===== src/rtl/pipe_hazard_ctrl.sv =====
// Stall/flush sequencer for a 5-stage MIPS pipeline.
// Handles post-reset init, load-use bubbles, taken-branch flushes and
// memory-wait freezes with a timeout into a sticky error state.
module pipe_hazard_ctrl #(
  parameter int INIT_CYCLES = 4,
  parameter int MEM_TIMEOUT = 64,
  parameter int CNT_W       = 16
) (
  input  logic             clk,
  input  logic             rst_n,
  input  logic [4:0]       id_rs,
  input  logic [4:0]       id_rt,
  input  logic             id_uses_rt,
  input  logic             ex_memread,
  input  logic [4:0]       ex_rt,
  input  logic             ex_branch_taken,
  input  logic             mem_req,
  input  logic             mem_ready,
  output logic             pc_en,
  output logic             en_if2id,
  output logic             en_id2ex,
  output logic             en_ex2mem,
  output logic             en_mem2wb,
  output logic             flush_if2id,
  output logic             flush_id2ex,
  output logic             flush_ex2mem,
  output logic             flush_mem2wb,
  output logic             err,
  output logic [CNT_W-1:0] stall_cnt
);

  localparam int IW = (INIT_CYCLES > 1) ? $clog2(INIT_CYCLES) : 1;
  localparam int WW = $clog2(MEM_TIMEOUT);
  localparam logic [IW-1:0] INIT_LAST = IW'(INIT_CYCLES - 1);
  localparam logic [WW-1:0] WAIT_LAST = WW'(MEM_TIMEOUT - 1);

  typedef enum logic [1:0] {
    S_INIT     = 2'd0,
    S_RUN      = 2'd1,
    S_MEM_WAIT = 2'd2,
    S_ERROR    = 2'd3
  } state_t;

  state_t           state_q, state_d;
  logic [IW-1:0]    init_cnt_q, init_cnt_d;
  logic [WW-1:0]    wait_cnt_q, wait_cnt_d;
  logic [CNT_W-1:0] stall_cnt_q, stall_cnt_d;
  logic             err_q, err_d;
  logic             load_use;
  logic             mem_stall;
  logic             run_decode;

  assign load_use  = ex_memread & (ex_rt != 5'd0) &
                     ((ex_rt == id_rs) | (id_uses_rt & (ex_rt == id_rt)));
  assign mem_stall = mem_req & ~mem_ready;

  assign err       = err_q;
  assign stall_cnt = stall_cnt_q;

  // Next-state and output decode from current state and hazard inputs
  always_comb begin
    state_d      = state_q;
    init_cnt_d   = init_cnt_q;
    wait_cnt_d   = wait_cnt_q;
    stall_cnt_d  = stall_cnt_q;
    err_d        = err_q;
    run_decode   = 1'b0;
    pc_en        = 1'b0;
    en_if2id     = 1'b0;
    en_id2ex     = 1'b0;
    en_ex2mem    = 1'b0;
    en_mem2wb    = 1'b0;
    flush_if2id  = 1'b0;
    flush_id2ex  = 1'b0;
    flush_ex2mem = 1'b0;
    flush_mem2wb = 1'b0;

    case (state_q)
      S_INIT: begin
        // Clock zeros into every stage register while the PC holds.
        en_if2id     = 1'b1;
        en_id2ex     = 1'b1;
        en_ex2mem    = 1'b1;
        en_mem2wb    = 1'b1;
        flush_if2id  = 1'b1;
        flush_id2ex  = 1'b1;
        flush_ex2mem = 1'b1;
        flush_mem2wb = 1'b1;
        if (init_cnt_q == INIT_LAST) begin
          state_d    = S_RUN;
          init_cnt_d = '0;
        end else begin
          init_cnt_d = init_cnt_q + IW'(1);
        end
      end
      S_RUN: begin
        if (mem_stall) begin
          // Freeze everything; branch/load-use inputs stay held upstream.
          state_d    = S_MEM_WAIT;
          wait_cnt_d = WW'(1);
        end else begin
          run_decode = 1'b1;
        end
      end
      S_MEM_WAIT: begin
        if (mem_ready || !mem_req) begin
          state_d    = S_RUN;
          wait_cnt_d = '0;
          run_decode = 1'b1;
        end else begin
          wait_cnt_d = wait_cnt_q + WW'(1);
          if (wait_cnt_q == WAIT_LAST) begin
            state_d = S_ERROR;
            err_d   = 1'b1;
          end
        end
      end
      S_ERROR: begin
      end
      default: begin
        state_d = S_ERROR;
      end
    endcase

    if (run_decode) begin
      pc_en     = 1'b1;
      en_if2id  = 1'b1;
      en_id2ex  = 1'b1;
      en_ex2mem = 1'b1;
      en_mem2wb = 1'b1;
      if (ex_branch_taken) begin
        // The hazarding instruction is squashed, so no bubble is needed.
        flush_if2id = 1'b1;
        flush_id2ex = 1'b1;
      end else if (load_use) begin
        pc_en       = 1'b0;
        en_if2id    = 1'b0;
        flush_id2ex = 1'b1;
      end
    end

    if (((state_q == S_RUN) || (state_q == S_MEM_WAIT)) && !pc_en && !(&stall_cnt_q)) begin
      stall_cnt_d = stall_cnt_q + CNT_W'(1);
    end

    // While reset is held, keep every stage cleared and nothing advancing.
    if (!rst_n) begin
      pc_en        = 1'b0;
      en_if2id     = 1'b0;
      en_id2ex     = 1'b0;
      en_ex2mem    = 1'b0;
      en_mem2wb    = 1'b0;
      flush_if2id  = 1'b1;
      flush_id2ex  = 1'b1;
      flush_ex2mem = 1'b1;
      flush_mem2wb = 1'b1;
    end
  end

  // State and counter registers with asynchronous reset
  always_ff @(posedge clk or negedge rst_n) begin
    if (!rst_n) begin
      state_q     <= S_INIT;
      init_cnt_q  <= '0;
      wait_cnt_q  <= '0;
      stall_cnt_q <= '0;
      err_q       <= 1'b0;
    end else begin
      state_q     <= state_d;
      init_cnt_q  <= init_cnt_d;
      wait_cnt_q  <= wait_cnt_d;
      stall_cnt_q <= stall_cnt_d;
      err_q       <= err_d;
    end
  end

endmodule


===== config.mk =====
export PLATFORM = sky130hd
export DESIGN_NAME = pipe_hazard_ctrl
export DESIGN_NICKNAME = d
export VERILOG_FILES = /design/src/rtl/pipe_hazard_ctrl.sv
export SDC_FILE = /design/constraint.sdc
export NUM_CORES = 1
export LEC_CHECK = 0
export ABC_AREA = 1
export CORE_MARGIN = 2
export CORE_UTILIZATION = 54
export DETAILED_ROUTE_END_ITERATION = 10
export GPL_TIMING_DRIVEN = 1
export PLACE_DENSITY = 0.85
export SETUP_SLACK_MARGIN = 0.05
export SLEW_MARGIN = 20
export SYNTH_ARGS = -nofsm -noshare
export SYNTH_HDL_FRONTEND = slang
export SYNTH_SLANG_ARGS = --single-unit

===== constraint.sdc =====
create_clock -name clk -period 4.35 [get_ports clk]
set_input_delay 0.87 -clock clk [delete_from_list [all_inputs] [get_ports clk]]
set_output_delay 0.87 -clock clk [all_outputs]
set_load 0.05 [all_outputs]

=== Yosys cells after proc, flatten, opt, wreduce, memory -nomap -nowiden ===
Cells that the tools add are included.

* Register bits after elaboration: 27
* Input bits: 22
* Output and inout port bits: 26
* Word-level logic and storage cells: 68

* $add $sub $neg: 3
* Eq/ne operators: 9
* Multiplexer cells: 29
* Bitwise logic cells: 7
* Reduce and logical (&&, ||, !) cells: 15

{| class="wikitable"
|+ Operators with widths
! kind !! number
|-
| $mux W1 || 19
|-
| $add A16 B1 Y16 const B || 1
|-
| $reduce_and A16 Y1 || 1
|-
| $mux W6 || 2
|-
| $pmux W6 S2 || 1
|-
| $eq A5 B5 Y1 || 2
|-
| $mux W2 || 5
|-
| $add A6 B1 Y6 const B || 1
|-
| $eq A6 B6 Y1 const B || 1
|-
| $pmux W2 S3 || 1
|-
| $reduce_bool A5 Y1 || 1
|-
| $and A1 B1 Y1 || 4
|-
| $eq A2 B2 Y1 const B || 2
|-
| $ne A2 B2 Y1 const B || 2
|-
| $reduce_and A4 Y1 || 1
|-
| $logic_not A1 Y1 || 3
|-
| $ne A3 B3 Y1 const B || 1
|-
| $reduce_and A3 Y1 || 1
|-
| $reduce_bool A3 Y1 || 1
|-
| $add A2 B1 Y2 const B || 1
|-
| $eq A2 B1 Y1 const B || 1
|-
| $logic_and A1 B1 Y1 || 2
|-
| $logic_not A2 Y1 || 1
|-
| $logic_or A1 B1 Y1 || 2
|-
| 5 further kinds || 6
|}

=== Depth between registers and ports, before layout ===
* Word-level depth: 10
* Mapped depth: 12
* Depth with buffers taken out: 11

=== Worst setup path before layout ===
OpenSTA, ideal clock, no wires.

* Kind: in2out
* Start: in mem_req
* End: out en_if2id
* Data arrival time: 2.706 ns
* Required time: 3.480 ns
* Setup slack: 0.774 ns
* Stages on the path: 7
* Path buffers: 0
* Path through: inv_1 -> nor2_1 -> nor3_2 -> inv_1 -> a21oi_1 -> o21ai_0 -> inv_1

* Longest elaborated chain between the ends: 6

{| class="wikitable"
|+ Ends and longest elaborated chain
! element !! RTL line !! text
|-
| from (decl) || 17 || <nowiki>input logic mem_req,</nowiki>
|-
| $logic_not A1 Y1 || 106 || <nowiki>if (mem_ready || !mem_req) begin</nowiki>
|-
| $logic_or A1 B1 Y1 || 106 ||
|-
| $mux W1 || 106 ||
|-
| $pmux W1 S2 (*) || 78 || <nowiki>case (state_q)</nowiki>
|-
| $mux W1 (*) || 125 || <nowiki>if (run_decode) begin</nowiki>
|-
| $mux W1 (*) || 147 || <nowiki>if (!rst_n) begin</nowiki>
|-
| to (decl) || 20 || <nowiki>output logic en_if2id,</nowiki>
|}

Mark *: on every way between the ends. The rest lies on a longest branch, timed or not.

=== Worst setup path after layout ===
* Start: in ex_rt[1]
* End: out pc_en

* Longest elaborated chain between the ends: 8

{| class="wikitable"
|+ Ends and longest elaborated chain
! element !! RTL line !! text
|-
| from (decl) || 15 || <nowiki>input logic [4:0] ex_rt,</nowiki>
|-
| $eq A5 B5 Y1 || 54 || <nowiki>((ex_rt == id_rs) | (id_uses_rt & (ex_rt == id_rt)));</nowiki>
|-
| $and A1 B1 Y1 || 54 ||
|-
| $or A1 B1 Y1 || 54 ||
|-
| $and A1 B1 Y1 (*) || 53 || <nowiki>assign load_use = ex_memread & (ex_rt != 5'd0) &</nowiki>
|-
| $mux W1 (*) || 135 || <nowiki>end else if (load_use) begin</nowiki>
|-
| $mux W1 (*) || 131 || <nowiki>if (ex_branch_taken) begin</nowiki>
|-
| $mux W1 (*) || 125 ||
|-
| $mux W1 (*) || 147 ||
|-
| to (decl) || 19 || <nowiki>output logic pc_en,</nowiki>
|}

Marked as above.

==> run_results.csv <==
group,metric,value,unit
global_route,grt_overflow,0,
drt,remaining_drc_errors,0,
drt,finalWirelength,4.45,mm
clock_tree,postCtsSetupRepairBufs,0,
drt,route.antenna.remaining_nets,0,
clock_tree,clock_path_buffers,2,
timing,setup_viol_count_final,0,
critical_path,startpoint_type,"primary input",
critical_path,cp_slowest_stage_delay,520,ps
floorplanning,die-height,64.6,µm
synth,synth-seq-area-share,34.1,%
drt,detail_route.iter0.violations,106,
drt,detailroute.via_count,1896,
placed_design,gp_congestion,0.886,
timing,clock_skew,7.50,ps
drt,firstDrtPassIters,4,
global_route,groute.usage.overall,23.9,%
floorplanning,initial_utilization,55.0,%
placed_design,numPortBuffers,47,
min_path,worst_hold_path.endpoint,"err$_DFFE_PN0P_",
clock_tree,cts_htree_levels,1,
pwr,share_comb_of_total_power,61.0,%
clock_tree,cts_buffers,3,
cells_and_area,final_layout_size_suffix_gt1_share,12.5,%
timing,timing.slew.headroom,64.1,%
synth,netlist_area,1980,µm²
critical_path,criticalPathCategory,"in2out",
drt,route.detailed.wl_per_inst,11.9,µm
timing,finalMaxSlewViolations,0,
synth,synth_area_per_cell,7.01,µm²
floorplanning,rows,22,
pwr,sequentialPowerShare,27.4,%
critical_path,cp_data_arrival_time,2490,ps
synth,synthesized_nets,312,
critical_path,worstSetupEndpointType,"primary output",
critical_path,worstReg2RegStart,"stall_cnt[0]$_DFFE_PN0P_",
timing,timing.setup.tns,0,ps
synth,synth_cell_type_count,30,
pwr,leakage,1.28,nW
clock_tree,clock_sink_count,27,
min_path,timing.hold.worst_path_depth,1,
cells_and_area,finalNetCount,357,
global_route,grt_antenna_before_repair,0,
synth,yosys_register_bits,27,
floorplanning,dieArea,4170,µm²
min_path,hp-start,"err$_DFFE_PN0P_",
clock_tree,clk_pin_slew,100,ps
pwr,cell_internal_power_dissipation,0.624,mW
floorplanning,core_box_area,3610,µm²
global_route,first_global_vias,1782,
clock_tree,cts_repair_resize_count,0,
timing,post_route_clock_period_utilization,77.2,%
critical_path,critical_path.n_buffers_inverters,3,
pwr,power_per_cell_area,500,nW/µm²
clock_tree,cts_hold_buffers,0,
drt,routed_via_density,5.06,
timing,final_period_minus_worst_setup_slack,3360,ps
critical_path,crit_path_max_delay_cell_type,"clkdlybuf4s50_1",
critical_path,timing.critical_path.cells,"clkdlybuf4s50_1 -> inv_2 -> nand2_1 -> nand2_1 -> nor2_1 -> nand3_1 -> nand2_2 -> nand3_4 -> nand2_4 -> nor2_1 -> buf_4",
clock_tree,worstSkewPairLatency,280,ps
cells_and_area,insertedDiodeCount,0,
run,timing.max_cap.violations,0,
timing,rsz0062_at_grt,"false",
critical_path,reg2reg_slack,2390,ps
global_route,grt_max_degree,25,
pwr,clock_power_share,11.7,%
clock_tree,tritoncts,"yes",
global_route,grt_first_pass_wirelength,7.98,mm
critical_path,worst_ep_required_time,3480,ps
synth,synth_cells,283,
floorplanning,io_pins,48,
pwr,swShare,50.7,%
critical_path,crit-reg2reg-capture,"stall_cnt[0]$_DFFE_PN0P_",
timing,timing_worst_slew_pin_value,537,ps
critical_path,worst_r2r_path_depth,7,
cells_and_area,areaGrowthSynthToFinish,27.8,%
timing,max_freq,298,MHz
critical_path,crit_fanout,23,
status,outcome,"finished clean",
pwr,report.power.total,1.27,mW
floorplanning,die_w,64.6,µm
min_path,hold_path_class,"reg2reg",
placed_design,dpl.hpwl,3.44,mm
timing,final-hold-violation-count,0,
synth,yosysWarnings,0,
clock_tree,root_buffer,"clkbuf_8",
pwr,ir_worst_vdd,0.000189,V
critical_path,timing.critical_path.max_delay_family,"simple AND/OR/NAND/NOR gates",
pwr,switching_power,0.643,mW
[how the worst max path moves through the flow]
stage                     startpoint        to  slack (ps)  cells past startpoint
after floorplan              mem_req  en_if2id         770                      7
after global placement      ex_rt[1]     pc_en        1050                     11
after detailed placement    ex_rt[1]     pc_en        1010                     11
after CTS                   ex_rt[1]     pc_en        1010                     11
after global routing        ex_rt[3]     pc_en         880                     11
final                       ex_rt[1]     pc_en         990                     11
[worst register-to-register path: stages, from the launching register on]
cell	delay (ps)
dfrtp_1	430
ha_1	240
nand3_1	110
nor2_2	220
nand4_2	370
nand3_2	370
nand2_1	90
nand2_1	70
[logic make-up after synthesis]
group,share of synthesized area (%)
simple gates,40.0
compound gates,4.73
flops,34.1
fa+ha+maj,4.42
xor+xnor,3.97
buf+inv,12.8
[registers in the layout, summed over array words and instances (netlist names)]
register    cells
err             1
init_cnt_q      2
stall_cnt      16
state_q         2
wait_cnt_q      6
[layer usage]
metal | global-route usage [%] | routed length (µm)
met4 | 4.52 | 18
met1 | 31.2 | 2110
met3 | 3.13 | 159
met2 | 42.7 | 2170
met5 | 0 | 0
[per-stage QoR]
stage	utilization, %	setup slack [ps]	cell area [µm²]	hold WS, ps	std cells
finish	70.3	993	2530	487	375
detailed placement	68.9	1010	2490	462	371
global placement	68.9	1050	2490	459	371
global route	70.3	883	2530	503	375
floorplan	-	774	1980	446	283
CTS	70.3	1010	2530	490	375
[placed cells by master, fill, tap and decap left out, types with 2 or more instances in the layout]
master	instances
clkbuf_8	3
xnor2_1	5
nor3_2	2
a21oi_1	4
nor2_1	21
nor2_2	4
o21bai_1	2
xor2_1	4
nand3_1	15
inv_2	4
buf_4	8
buf_12	4
inv_1	43
nor2_4	2
nand2_2	7
ha_1	7
nand2_1	86
clkdlybuf4s50_1	38
o21ai_0	10
nand4_1	19
dfrtp_1	27
nor3_1	3
[cells in the mapped netlist (all sizes together)]
master	n	area share [%]
nand4	20	6.6
nor2	27	6.4
nand3b	1	0.38
inv	47	8.9
a31o	1	0.44
xnor2	5	2.2
clkbuf	1	0.19
and3	1	0.32
ha	7	4.4
nand3	17	5.2
nand2	94	19
a21oi	4	1.0
buf	9	3.7
or2	1	0.32
xor2	4	1.8
dfrtp	27	34
nor3	5	1.8
o21ai	10	2.5
o21bai	2	0.76
[power groups by stage]
| stage | sequential [mW] | clock, mW | combinational (mW) |
|---|---|---|---|
| 6_report | 0.347 | 0.148 | 0.773 |
| 5_1_grt | 0.356 | 0.163 | 0.845 |
| 4_1_cts | 0.348 | 0.151 | 0.773 |
| 3_5_place_dp | 0.353 | 0 | 0.768 |
| 3_3_place_gp | 0.348 | 0 | 0.752 |
| 2_1_floorplan | 0.406 | 0 | 0.513 |
[area by class of cell]
class,instances,area [µm²]
multi-input combinational,199,1050
clock inverter,1,7.51
clock buffer,3,41.3
timing repair buffer,50,520
fill,298,1070
tap,48,60.1
inverter,47,176
sequential,27,676
Note: power is estimated with default switching activity, not from simulation.
